==> src/rtl/multicycle_controller.sv <==
// Multi-cycle control unit for the 14-instruction MIPS subset: IF/ID/EXE/MEM/WB FSM
// with fixed-latency memory waits and a retired-instruction counter.
module multicycle_controller #(
   parameter int MEM_LAT = 1,
   parameter int CNT_W   = 4,
   parameter int ALUOP_W = 3,
   parameter int RET_W   = 32
) (
   input  logic               clk,
   input  logic               reset,
   input  logic [5:0]         OpCode,
   input  logic [5:0]         func,
   input  logic               Zero,
   input  logic               Gtz,
   output logic               PCWrite,
   output logic [1:0]         PCSrc,
   output logic               IRWrite,
   output logic [1:0]         RegDst,
   output logic               ALUSrc,
   output logic [1:0]         Extop,
   output logic [ALUOP_W-1:0] ALUop,
   output logic [1:0]         Mem_to_Reg,
   output logic               RegWrite,
   output logic               MemWrite,
   output logic [2:0]         state,
   output logic               illegal,
   output logic [RET_W-1:0]   retired
);

   localparam logic [2:0] S_IF  = 3'd0;
   localparam logic [2:0] S_ID  = 3'd1;
   localparam logic [2:0] S_EXE = 3'd2;
   localparam logic [2:0] S_MEM = 3'd3;
   localparam logic [2:0] S_WB  = 3'd4;

   logic [2:0]       nextState;
   logic [CNT_W-1:0] waitCnt;
   logic             memDone;
   logic             retire;

   logic isRtype, isAddu, isSubu, isSlt, isJr, isOri, isLw, isSw, isBeq;
   logic isLui, isJ, isAddi, isAddiu, isJal, isBgtz, isValid;

   logic       pcWriteC, irWriteC, regWriteC, memWriteC, illegalC;
   logic [1:0] pcSrcC;

   always_comb begin
      isRtype = (OpCode == 6'b000000);
      isAddu  = isRtype && (func == 6'b100001);
      isSubu  = isRtype && (func == 6'b100011);
      isSlt   = isRtype && (func == 6'b101010);
      isJr    = isRtype && (func == 6'b001000);
      isOri   = (OpCode == 6'b001101);
      isLw    = (OpCode == 6'b100011);
      isSw    = (OpCode == 6'b101011);
      isBeq   = (OpCode == 6'b000100);
      isLui   = (OpCode == 6'b001111);
      isJ     = (OpCode == 6'b000010);
      isAddi  = (OpCode == 6'b001000);
      isAddiu = (OpCode == 6'b001001);
      isJal   = (OpCode == 6'b000011);
      isBgtz  = (OpCode == 6'b000111);
      isValid = isAddu | isSubu | isSlt | isJr | isOri | isLw | isSw | isBeq |
                isLui | isJ | isAddi | isAddiu | isJal | isBgtz;
   end

   // Selects follow the held IR from ID onward; forced to 0 while fetching.
   always_comb begin
      RegDst     = 2'b00;
      ALUSrc     = 1'b0;
      Extop      = 2'b00;
      ALUop      = '0;
      Mem_to_Reg = 2'b00;
      if (state != S_IF) begin
         if (isAddu || isSubu || isSlt || isJr) RegDst = 2'b01;
         if (isSubu || isBeq || isBgtz)         ALUop = ALUOP_W'(1);
         if (isOri)                             ALUop = ALUOP_W'(2);
         if (isSlt)                             ALUop = ALUOP_W'(3);
         if (isLw || isSw || isAddi || isAddiu) begin
            Extop  = 2'b01;
            ALUSrc = 1'b1;
         end
         if (isOri || isLui) ALUSrc = 1'b1;
         if (isLui)          Extop  = 2'b10;
         if (isJal) begin
            RegDst     = 2'b10;
            Mem_to_Reg = 2'b10;
         end
         if (isLw) Mem_to_Reg = 2'b01;
      end
   end

   assign memDone = (waitCnt == CNT_W'(MEM_LAT - 1));

   always_comb begin
      nextState = state;
      pcWriteC  = 1'b0;
      pcSrcC    = 2'b00;
      irWriteC  = 1'b0;
      regWriteC = 1'b0;
      memWriteC = 1'b0;
      illegalC  = 1'b0;
      retire    = 1'b0;
      case (state)
         S_IF: begin
            if (memDone) begin
               irWriteC  = 1'b1;
               pcWriteC  = 1'b1;
               nextState = S_ID;
            end
         end
         S_ID: begin
            if (!isValid) begin
               illegalC  = 1'b1;
               nextState = S_IF;
            end else if (isJ || isJal) begin
               pcWriteC  = 1'b1;
               pcSrcC    = 2'b10;
               regWriteC = isJal;
               nextState = S_IF;
               retire    = 1'b1;
            end else if (isJr) begin
               pcWriteC  = 1'b1;
               pcSrcC    = 2'b11;
               nextState = S_IF;
               retire    = 1'b1;
            end else begin
               nextState = S_EXE;
            end
         end
         S_EXE: begin
            if (isBeq || isBgtz) begin
               pcWriteC  = isBeq ? Zero : Gtz;
               pcSrcC    = 2'b01;
               nextState = S_IF;
               retire    = 1'b1;
            end else if (isLw || isSw) begin
               nextState = S_MEM;
            end else begin
               nextState = S_WB;
            end
         end
         S_MEM: begin
            if (memDone) begin
               memWriteC = isSw;
               nextState = isSw ? S_IF : S_WB;
               retire    = isSw;
            end
         end
         S_WB: begin
            regWriteC = 1'b1;
            nextState = S_IF;
            retire    = 1'b1;
         end
         default: nextState = S_IF;
      endcase
   end

   // Enables are masked by reset directly so an async reset cannot leave a partial write.
   assign PCWrite  = pcWriteC  & ~reset;
   assign PCSrc    = pcSrcC & {2{~reset}};
   assign IRWrite  = irWriteC  & ~reset;
   assign RegWrite = regWriteC & ~reset;
   assign MemWrite = memWriteC & ~reset;
   assign illegal  = illegalC  & ~reset;

   always_ff @(posedge clk or posedge reset) begin
      if (reset) begin
         state   <= S_IF;
         waitCnt <= '0;
         retired <= '0;
      end else begin
         state <= nextState;
         if ((nextState != state) && (nextState == S_IF || nextState == S_MEM))
            waitCnt <= '0;
         else if (state == S_IF || state == S_MEM)
            waitCnt <= waitCnt + CNT_W'(1);
         else
            waitCnt <= '0;
         if (retire)
            retired <= retired + RET_W'(1);
      end
   end

endmodule

==> config.mk <==
export PLATFORM = sky130hd
export DESIGN_NAME = multicycle_controller
export DESIGN_NICKNAME = d
export VERILOG_FILES = /design/src/rtl/multicycle_controller.sv
export SDC_FILE = /design/constraint.sdc
export NUM_CORES = 1
export LEC_CHECK = 0
export CAP_MARGIN = 5
export CORE_ASPECT_RATIO = 1.2
export CORE_MARGIN = 5
export CORE_UTILIZATION = 48
export DETAILED_ROUTE_END_ITERATION = 10
export HOLD_SLACK_MARGIN = 0.15
export PLACE_DENSITY = 0.79
export SETUP_SLACK_MARGIN = 0.4
export SLEW_MARGIN = 40
export SYNTH_ARGS = -nofsm -noshare
export SYNTH_HDL_FRONTEND = slang
export SYNTH_SLANG_ARGS = --single-unit
==> constraint.sdc <==
create_clock -name clk -period 3.4 [get_ports clk]
set_input_delay 1.02 -clock clk [delete_from_list [all_inputs] [get_ports clk]]
set_output_delay 1.02 -clock clk [all_outputs]
set_load 0.005 [all_outputs]
# Word-level counts from Yosys, hierarchy flattened
# Index checks and enable logic that the tools add are counted.
[totals]
register_bits = 39
inputBits = 16
out_inout_bits = 52
wordCells = 117
[op_classes]
add_sub_neg = 2
n_eq_ne = 20
n_mux = 49
bitwise = 20
reduce_logical = 23
[ops]
columns = ["operator", "n"]
rows = [
  ["$add A32 B1 Y32 const B", 1],
  ["$eq A6 B4 Y1 const B", 5],
  ["$eq A6 B6 Y1 const B", 5],
  ["$mux W2", 13],
  ["$mux W3", 8],
  ["$mux W1", 21],
  ["$logic_or A1 B1 Y1", 13],
  ["$or A1 B1 Y1", 13],
  ["$eq A6 B2 Y1 const B", 2],
  ["$eq A6 B3 Y1 const B", 2],
  ["$pmux W3 S4", 1],
  ["$eq A3 B2 Y1 const B", 3],
  ["$mux W4", 2],
  ["$logic_not A3 Y1", 2],
  ["$logic_not A6 Y1", 1],
  ["$and A1 B1 Y1", 5],
  ["$logic_and A1 B1 Y1", 5],
  ["$add A4 B1 Y4 const B", 1],
  ["$logic_not A4 Y1", 1],
  ["$pmux W1 S4", 1],
  ["$pmux W2 S2", 1],
  ["$eq A3 B1 Y1 const B", 1],
  ["$eq A3 B3 Y1 const B", 1],
  ["$ne A3 B3 Y1", 1],
  ["5 further kinds", 5],
]

# Depth between registers and ports, before layout
# Gate-level depths: netlist of the first run.
[depth]
word_depth = 21
ltp_mapped = 10
ltp_nobuf = 8

# Least setup slack after synthesis of the first run
# Ideal clock, no wire load.
[synth_timing]
path_type = "input-to-output"
from = "input port OpCode[2]"
to = "output port RegWrite"
arrival_ns = 2.353
required_time_ns = 2.380
path_slack_ns = 0.027
path_stages = 5
path_buffers = 1
path_cell_list = "buf_2 > nor4_2 > nand3_1 > or3b_2 > a211oi_1"
[synth_via]
elab_chain_len = 18
word_cells_on_any_way = 33
cone_classes = "eq/ne: 10; mux: 3; bitwise: 14; reduce/logical: 6"
[synth_rtl]
columns = ["element", "line_no", "source"]
rows = [
  ["start, declared", "11", "input logic [5:0] OpCode,"],
  ["$logic_not A6 Y1", "48", "isRtype = (OpCode == 6'b000000);"],
  ["$logic_and A1 B1 Y1, on equally long branches", "49, 50", ""],
  ["$or A1 B1 Y1 (8 in series)", "63", "isValid = isAddu | isSubu | isSlt | isJr | isOri | isLw | isSw | isBeq |"],
  ["$or A1 B1 Y1 (5 in series)", "64", "isLui | isJ | isAddi | isAddiu | isJal | isBgtz;"],
  ["$mux W1 *", "113", "if (!isValid) begin"],
  ["$pmux W1 S2 *", "104", "case (state)"],
  ["$and A1 B1 Y1 *", "163", "assign RegWrite = regWriteC & ~reset;"],
  ["end, declared", "23", "output logic RegWrite,"],
]
# Mark *: on every way between the ends. The rest lies on a longest branch, timed or not.

# Worst setup path in the final report of the first run
[layout_timing]
from = "input port func[4]"
to = "output port PCWrite"
[layout_via]
elab_chain_len = 18
word_cells_on_any_way = 26
cone_classes = "eq/ne: 4; mux: 4; bitwise: 14; reduce/logical: 4"
[layout_rtl]
columns = ["element", "line_no", "source"]
rows = [
  ["start, declared", "12", "input logic [5:0] func,"],
  ["$eq A6 B6 Y1, on equally long branches", "49, 50", ""],
  ["$logic_and A1 B1 Y1, on equally long branches", "49, 50", ""],
  ["$or A1 B1 Y1 (8 in series)", "63", ""],
  ["$or A1 B1 Y1 (5 in series)", "64", ""],
  ["$mux W1 *", "113", ""],
  ["$pmux W1 S3 *", "104", ""],
  ["$and A1 B1 Y1 *", "160", "assign PCWrite = pcWriteC & ~reset;"],
  ["end, declared", "15", "output logic PCWrite,"],
]
# Marked as above.

==> out/qor.csv, run 1 <==
stage,metric,value,unit
drt,initialDrtViolationCount,105,
layout,design_area,3840,um^2
timing,hold_viol,0,
place,placed_cell_area,3440,um^2
synthesis,ys_top_cells_by_area,"dfrtp_1, xnor2_1, xor2_1",
place,gp_congestion,0.895,
global_route,antenna_found_initial,0,
critical_path,max_stage_delay,410,ps
clock_tree,cts.sinks,39,
critical_path,end_kind,output port,
clock_tree,root_buffer,clkbuf_8,
synthesis,yosysWarnings,0,
critical_path,timing.setup.critical_path_class,primary input to output port,
synthesis,ys_ff_latch,39,
global_route,grt-ovfl-total,0,
floorplanning,start_util,49.8,%
clock_tree,cts_buffers,5,
critical_path,ff2ff_path_depth,5,
synthesis,async_flop_share,100,%
layout,fill_cells,347,
synthesis,synth_area,2480,um^2
synthesis,synth-seq-area-share,39.4,%
timing,worst_pin_slew,778,ps
drt,vias,2466,
pwr,p_leak,1.67,nW
layout,n_antenna_cell,0,
hold_path,hp-start,retired[31],
place,io_buffer_count,66,
critical_path,crit_path_top_delay_cell,or3_4,
clock_tree,htree_levels,2,
floorplanning,rows,28,
clock_tree,clock_path_buffers,2,
job,max-cap-violations,0,
critical_path,r2r_start,retired[2],
floorplanning,fp.dieH,88.7,um
timing,rsz0062_at_grt,yes,
timing,skew,5.67,ps
layout,drive_above_1_share,37.5,%
global_route,groute.usage.overall,24.2,%
timing,period_share,103,%
global_route,grt_pass1_vias,2587,
layout,areaGrowthSynthToFinish,55.1,%
timing,min_period,3500,ps
synthesis,yosysUniqueCellTypes,50,
floorplanning,core_region_area,4970,um^2
critical_path,cpLargestDelayFamily,simple AND/OR/NAND/NOR gates,
synthesis,synth_cells,254,
critical_path,crit_path_max_fanout,2,
hold_path,hp-class,register to register,
hold_path,min_delay_worst_endpoint,retired[31],
drt,viasPerCell,5.76,
critical_path,arrival,2480,ps
drt,routedWlPerCell,18.1,um
global_route,grt_max_degree,40,
place,placed_cells,401,
critical_path,r2r-end,retired[28],
timing,max_slew_margin,47.6,%
layout,final_cells,428,
critical_path,crit_buf_inv,2,
hold_path,hold_depth,1,
synthesis,synth_top_area_share,39.4,%
timing,setup_viol_count_final,6,
pwr,peakVddDrop,0.000194,V
layout,fin_nets,386,
place,place_hpwl,5070,um
timing,drv_slew,0,
clock_tree,tritoncts,built,
critical_path,worstPathCellList,"buf_6, or3_4, nor4b_4, o21a_2, nand2_2, a311oi_2, buf_2",
drt,ant_nets,0,
timing,fmax,286,MHz
synthesis,yosys_most_used_dff,dfrtp_1,
global_route,grt_first_pass_wirelength,12600,um
run_status,violations,negative setup slack,
pwr,powerDensity,382,nW/um^2
run_status,status,"finished, violations left",
drt,drc,0,
floorplanning,ios,68,
synthesis,avgSynthCellArea,9.75,um^2
clock_tree,cts-hold-fix-buffers,0,
clock_tree,insertion_delay,290,ps
timing,setup_ws,-103,ps
drt,drt_first_pass_iters,4,
floorplanning,die_area,6700,um^2
drt,drt_wl_total,7760,um
synthesis,syn-num-nets,273,
critical_path,critical_path_required,2380,ps
floorplanning,die_x,75.6,um
clock_tree,path_clk_slew,70,ps
synthesis,yosysTopAreaCell,dfrtp_1,
critical_path,cp-start-kind,primary input,
timing,hold-worst-slack,478,ps
critical_path,r2r_slack,1090,ps
synthesis,synth_edf_count,0,
state kept, by name, summed over array words and instances (netlist names):
name / cells
waitCnt: 4
retired: 32
state: 3
how the worst max path moves through the flow:
stage | end | slack (ps) | from | cells past startpoint
4_1_cts | PCWrite | -20 | func[4] | 7
3_5_place_dp | PCWrite | -850 | OpCode[2] | 7
6_report | PCWrite | -100 | func[4] | 7
5_1_grt | illegal | -190 | OpCode[5] | 9
2_1_floorplan | PCWrite | 240 | OpCode[0] | 5
3_3_place_gp | PCWrite | -800 | OpCode[2] | 7
power breakdown:
group          leakage [nW]  switching, mW  internal (mW)
sequential            0.534         0.0815          0.507
clock                0.0505          0.162          0.184
combinational          1.08          0.267          0.265
total                  1.67          0.510          0.957
layout make-up:
cell class / instances / area [um^2] / area share, %
multi-input cells: 195 / 1610 / 41.8
repair buffers: 120 / 1050 / 27.4
flip-flops and latches: 39 / 977 / 25.4
clock buffers: 7 / 96.3 / 2.51
well taps: 60 / 75.1 / 1.96
inverters: 6 / 26.3 / 0.684
clock inverters: 1 / 7.51 / 0.196
per-layer routing:
metal  vias to the layer above  GRT usage [%]  wire (um)
li1                       1141              -          -
met1                      1205           28.2       2950
met2                       103           43.1       4180
met3                        17           4.09        441
met4                         0           9.70        193
met5                         -              0          0
synthesized netlist by cell type, drive strengths merged, types with 2 or more instances:
cell type / instances
nor2: 15
a21oi: 4
a221oi: 2
mux2: 2
nand2b: 4
ha: 3
nor4: 9
buf: 9
clkbuf: 5
a211oi: 2
nor2b: 5
and3: 4
dfrtp: 39
xnor2: 20
o31ai: 2
nor3: 16
or3: 3
xor2: 16
nand2: 22
nor3b: 5
o21ai: 2
inv: 6
nand4: 17
and4b: 2
nor4b: 5
nand3: 20
through the flow:
stage / setup WS (ps) / TNS (ps) / utilization, % / total power [mW]
global route: -190 / -928 / 77.2 / 1.55
global placement: -799 / -9310 / 69.1 / 1.02
detailed placement: -845 / -9460 / 69.1 / 1.03
CTS: -15.7 / -15.7 / 74.8 / 1.41
floorplan: 245 / 0 / - / 0.815
finish: -103 / -327 / 77.2 / 1.47
cell usage in the layout, fill, tap and decap left out, types with 3 or more instances in the layout:
cell and count:
nand3_2 3, nand4_1 17, nor2_4 3, inv_1 3, and3_1 3, xnor2_1 20
nor2b_1 4, xor2_1 15, nor2_1 12, buf_2 16, buf_8 3, clkdlybuf4s50_1 37
nand3_1 17, dfrtp_1 38, nand2_1 20, nor3_1 8, a21oi_1 3, dlygate4sd2_1 4
ha_1 3, nor4_2 5, nand2b_1 4, buf_4 42, clkbuf_8 7, nor3b_4 3
nor3_2 7, buf_6 15, nor4b_4 3
logic make-up (layout without fill, tap and decap cells):
kind of cell / Yosys count / after routing / share of synthesized area [%]
flip-flops: 39 / 39 / 39.4
AO/OA/AOI/OAI: 22 / 22 / 7.58
AND/OR/NAND/NOR: 131 / 131 / 33.4
multiplexers: 2 / 2 / 0.909
buffers and inverters: 20 / 134 / 4.30
adder cells (fa/ha/maj): 3 / 3 / 1.52
other: 1 / 1 / 0.151
XOR/XNOR: 36 / 36 / 12.7
repair_timing:
item	CTS	global route
cloned	1	0
pin swaps	23	13
resized for setup	143	21
setup endpoints to repair	21	16
setup buffers	14	4
Note: power is estimated with default switching activity, not from simulation.
==> inputs of run 2 (changes only) <==
--- a/config.mk
+++ b/config.mk
@@ -5,7 +5,6 @@
 export SDC_FILE = /design/constraint.sdc
 export NUM_CORES = 1
 export LEC_CHECK = 0
-export CAP_MARGIN = 5
 export CORE_ASPECT_RATIO = 1.2
 export CORE_MARGIN = 5
 export CORE_UTILIZATION = 48
==> results of run 2 <==
Final layout, timing and power as in run 1 (identical DEF).
==> inputs of run 3 (changes only) <==
--- a/config.mk
+++ b/config.mk
@@ -6,12 +6,13 @@
 export NUM_CORES = 1
 export LEC_CHECK = 0
 export CORE_ASPECT_RATIO = 1.2
-export CORE_MARGIN = 5
+export CORE_MARGIN = 2
 export CORE_UTILIZATION = 48
 export DETAILED_ROUTE_END_ITERATION = 10
 export HOLD_SLACK_MARGIN = 0.15
 export PLACE_DENSITY = 0.79
 export SETUP_SLACK_MARGIN = 0.4
+export SKIP_LAST_GASP = 1
 export SLEW_MARGIN = 40
 export SYNTH_ARGS = -nofsm -noshare
 export SYNTH_HDL_FRONTEND = slang
==> out/qor.csv, run 3 (same netlist as run 1, synthesis figures left out) <==
stage,metric,value,unit
timing,hold-worst-slack,475,ps
critical_path,crit_path_max_fanout,5,
drt,drc,0,
critical_path,timing.setup.critical_path_class,primary input to output port,
job,max-cap-violations,0,
critical_path,crit_buf_inv,4,
clock_tree,clock_path_buffers,2,
floorplanning,die_area,5750,um^2
global_route,grt_pass1_vias,2395,
floorplanning,ios,68,
drt,initialDrtViolationCount,126,
global_route,antenna_found_initial,0,
clock_tree,path_clk_slew,80,ps
layout,n_antenna_cell,0,
timing,hold_viol,0,
clock_tree,cts.sinks,39,
floorplanning,fp.dieH,82.7,um
floorplanning,start_util,50.1,%
critical_path,cp-start-kind,primary input,
timing,setup_ws,-86.2,ps
pwr,powerDensity,374,nW/um^2
layout,fin_nets,386,
floorplanning,rows,28,
timing,worst_pin_slew,809,ps
global_route,groute.usage.overall,24.9,%
timing,fmax,287,MHz
place,dpl_worst_slack,-859,ps
timing,tns,-242,ps
layout,layout_common_cells,"buf_4, dfrtp_1, clkdlybuf4s50_1",
layout,layout_commonest_cell,buf_4,
clock_tree,cts_buffers,5,
run_status,violations,negative setup slack,
place,io_buffer_count,66,
critical_path,end_kind,output port,
drt,viasPerCell,5.68,
clock_tree,htree_levels,2,
place,gp_congestion,0.932,
floorplanning,core_region_area,4940,um^2
timing,drv_slew,0,
drt,routedWlPerCell,16.2,um
timing,max_slew_margin,45.6,%
layout,largest_reg_flops,32,
global_route,grt-ovfl-total,0,
layout,regMostFlops,retired,
layout,drive_above_1_share,37.0,%
critical_path,worstPathCellList,"buf_6, buf_6, buf_6, nor3b_2, nand2_1, mux2_2, nand3_1, a311oi_2, buf_2",
timing,min_period,3490,ps
layout,fill_cells,357,
clock_tree,root_buffer,clkbuf_8,
clock_tree,cts-hold-fix-buffers,0,
global_route,grt_max_degree,40,
floorplanning,die_x,69.6,um
timing,setup_viol_count_final,4,
critical_path,crit_path_top_delay_cell,a311oi_2,
pwr,peakVddDrop,0.000236,V
clock_tree,insertion_delay,290,ps
run_status,status,"finished, violations left",
critical_path,max_stage_delay,260,ps
drt,ant_nets,0,
layout,areaGrowthSynthToFinish,53.5,%
critical_path,crit_top_cell,buf_6,
pwr,p_leak,1.65,nW
timing,rsz0062_at_grt,yes,
hold_path,hp-class,register to register,
clock_tree,tritoncts,built,
timing,period_share,103,%
drt,drt_wl_total,6940,um
critical_path,critical_path_required,2380,ps
critical_path,arrival,2470,ps
timing,skew,7.53,ps
drt,vias,2430,
global_route,grt_first_pass_wirelength,11300,um
place,place_hpwl,4870,um
layout,reg.largest.list,"retired: 32 flops, waitCnt: 4 flops, state: 3 flops",
drt,drt_first_pass_iters,4,
critical_path,cpLargestDelayFamily,buffers and inverters,
-- run 3: cell types whose count changed in the layout (fill, tap and decap cells not counted), sizes merged --
cell / before / now
clkdlybuf4s15: 0 / 1
buf: 77 / 76
-- run 3: stage by stage --
step | cells | util, % | total power, mW | instance area [um^2]
floorplan | 254 | - | 0.815 | 2520
global placement | 404 | 70.0 | 1.03 | 3460
detailed placement | 404 | 70.0 | 1.05 | 3460
CTS | 425 | 75.5 | 1.41 | 3730
global route | 428 | 77.0 | 1.49 | 3800
finish | 428 | 77.0 | 1.42 | 3800
-- run 3: worst paths after layout --
path                                   from           to  slack (ps)  depth (start not counted)
min in group asynchronous             reset  retired[29]        1060                          4
worst max register to register   retired[2]  retired[28]        1090                          5
worst min-delay path            retired[31]  retired[31]         480                          1
worst min register to register  retired[31]  retired[31]         480                          1
max in group asynchronous             reset  retired[22]        2010                          4
worst max-delay path              OpCode[0]      PCWrite         -90                          9
-- run 3: power by group --
| group | total [mW] | internal (mW) | switching [mW] |
|---|---|---|---|
| Clock | 0.346 | 0.184 | 0.162 |
| Combinational | 0.506 | 0.245 | 0.262 |
| Sequential | 0.568 | 0.507 | 0.0605 |
| Total | 1.42 | 0.936 | 0.484 |
-- run 3: area by class of cell --
class	instances	area (um^2)	share of cell area (%)
sequential	39	976	25.7
clock inverter	1	7.51	0.197
inverter	6	26.3	0.691
clock buffer	7	96.3	2.53
tap	60	75.1	1.97
multi-input combinational	195	1570	41.3
timing repair buffer	120	1050	27.6
-- run 3: repair_timing --
item                       in CTS  in global routing
setup endpoints to repair      26                 15
gates cloned                    1                  0
gates resized for setup       136                 17
pin swaps                      23                 15
buffers inserted               12                  3
-- run 3: per-layer routing --
layer,track usage (%),wire length [um]
met1,26.5,2740
met2,47.1,3590
met3,4.13,323
met4,14.1,294
met5,0,0
-- run 3: worst reg2reg max path, stage by stage (launching register included) --
cell     delay (ps)
dfrtp_1         460
and4_1          250
nand2_1         290
nor4_1          810
nand4_1         220
xnor2_1         180
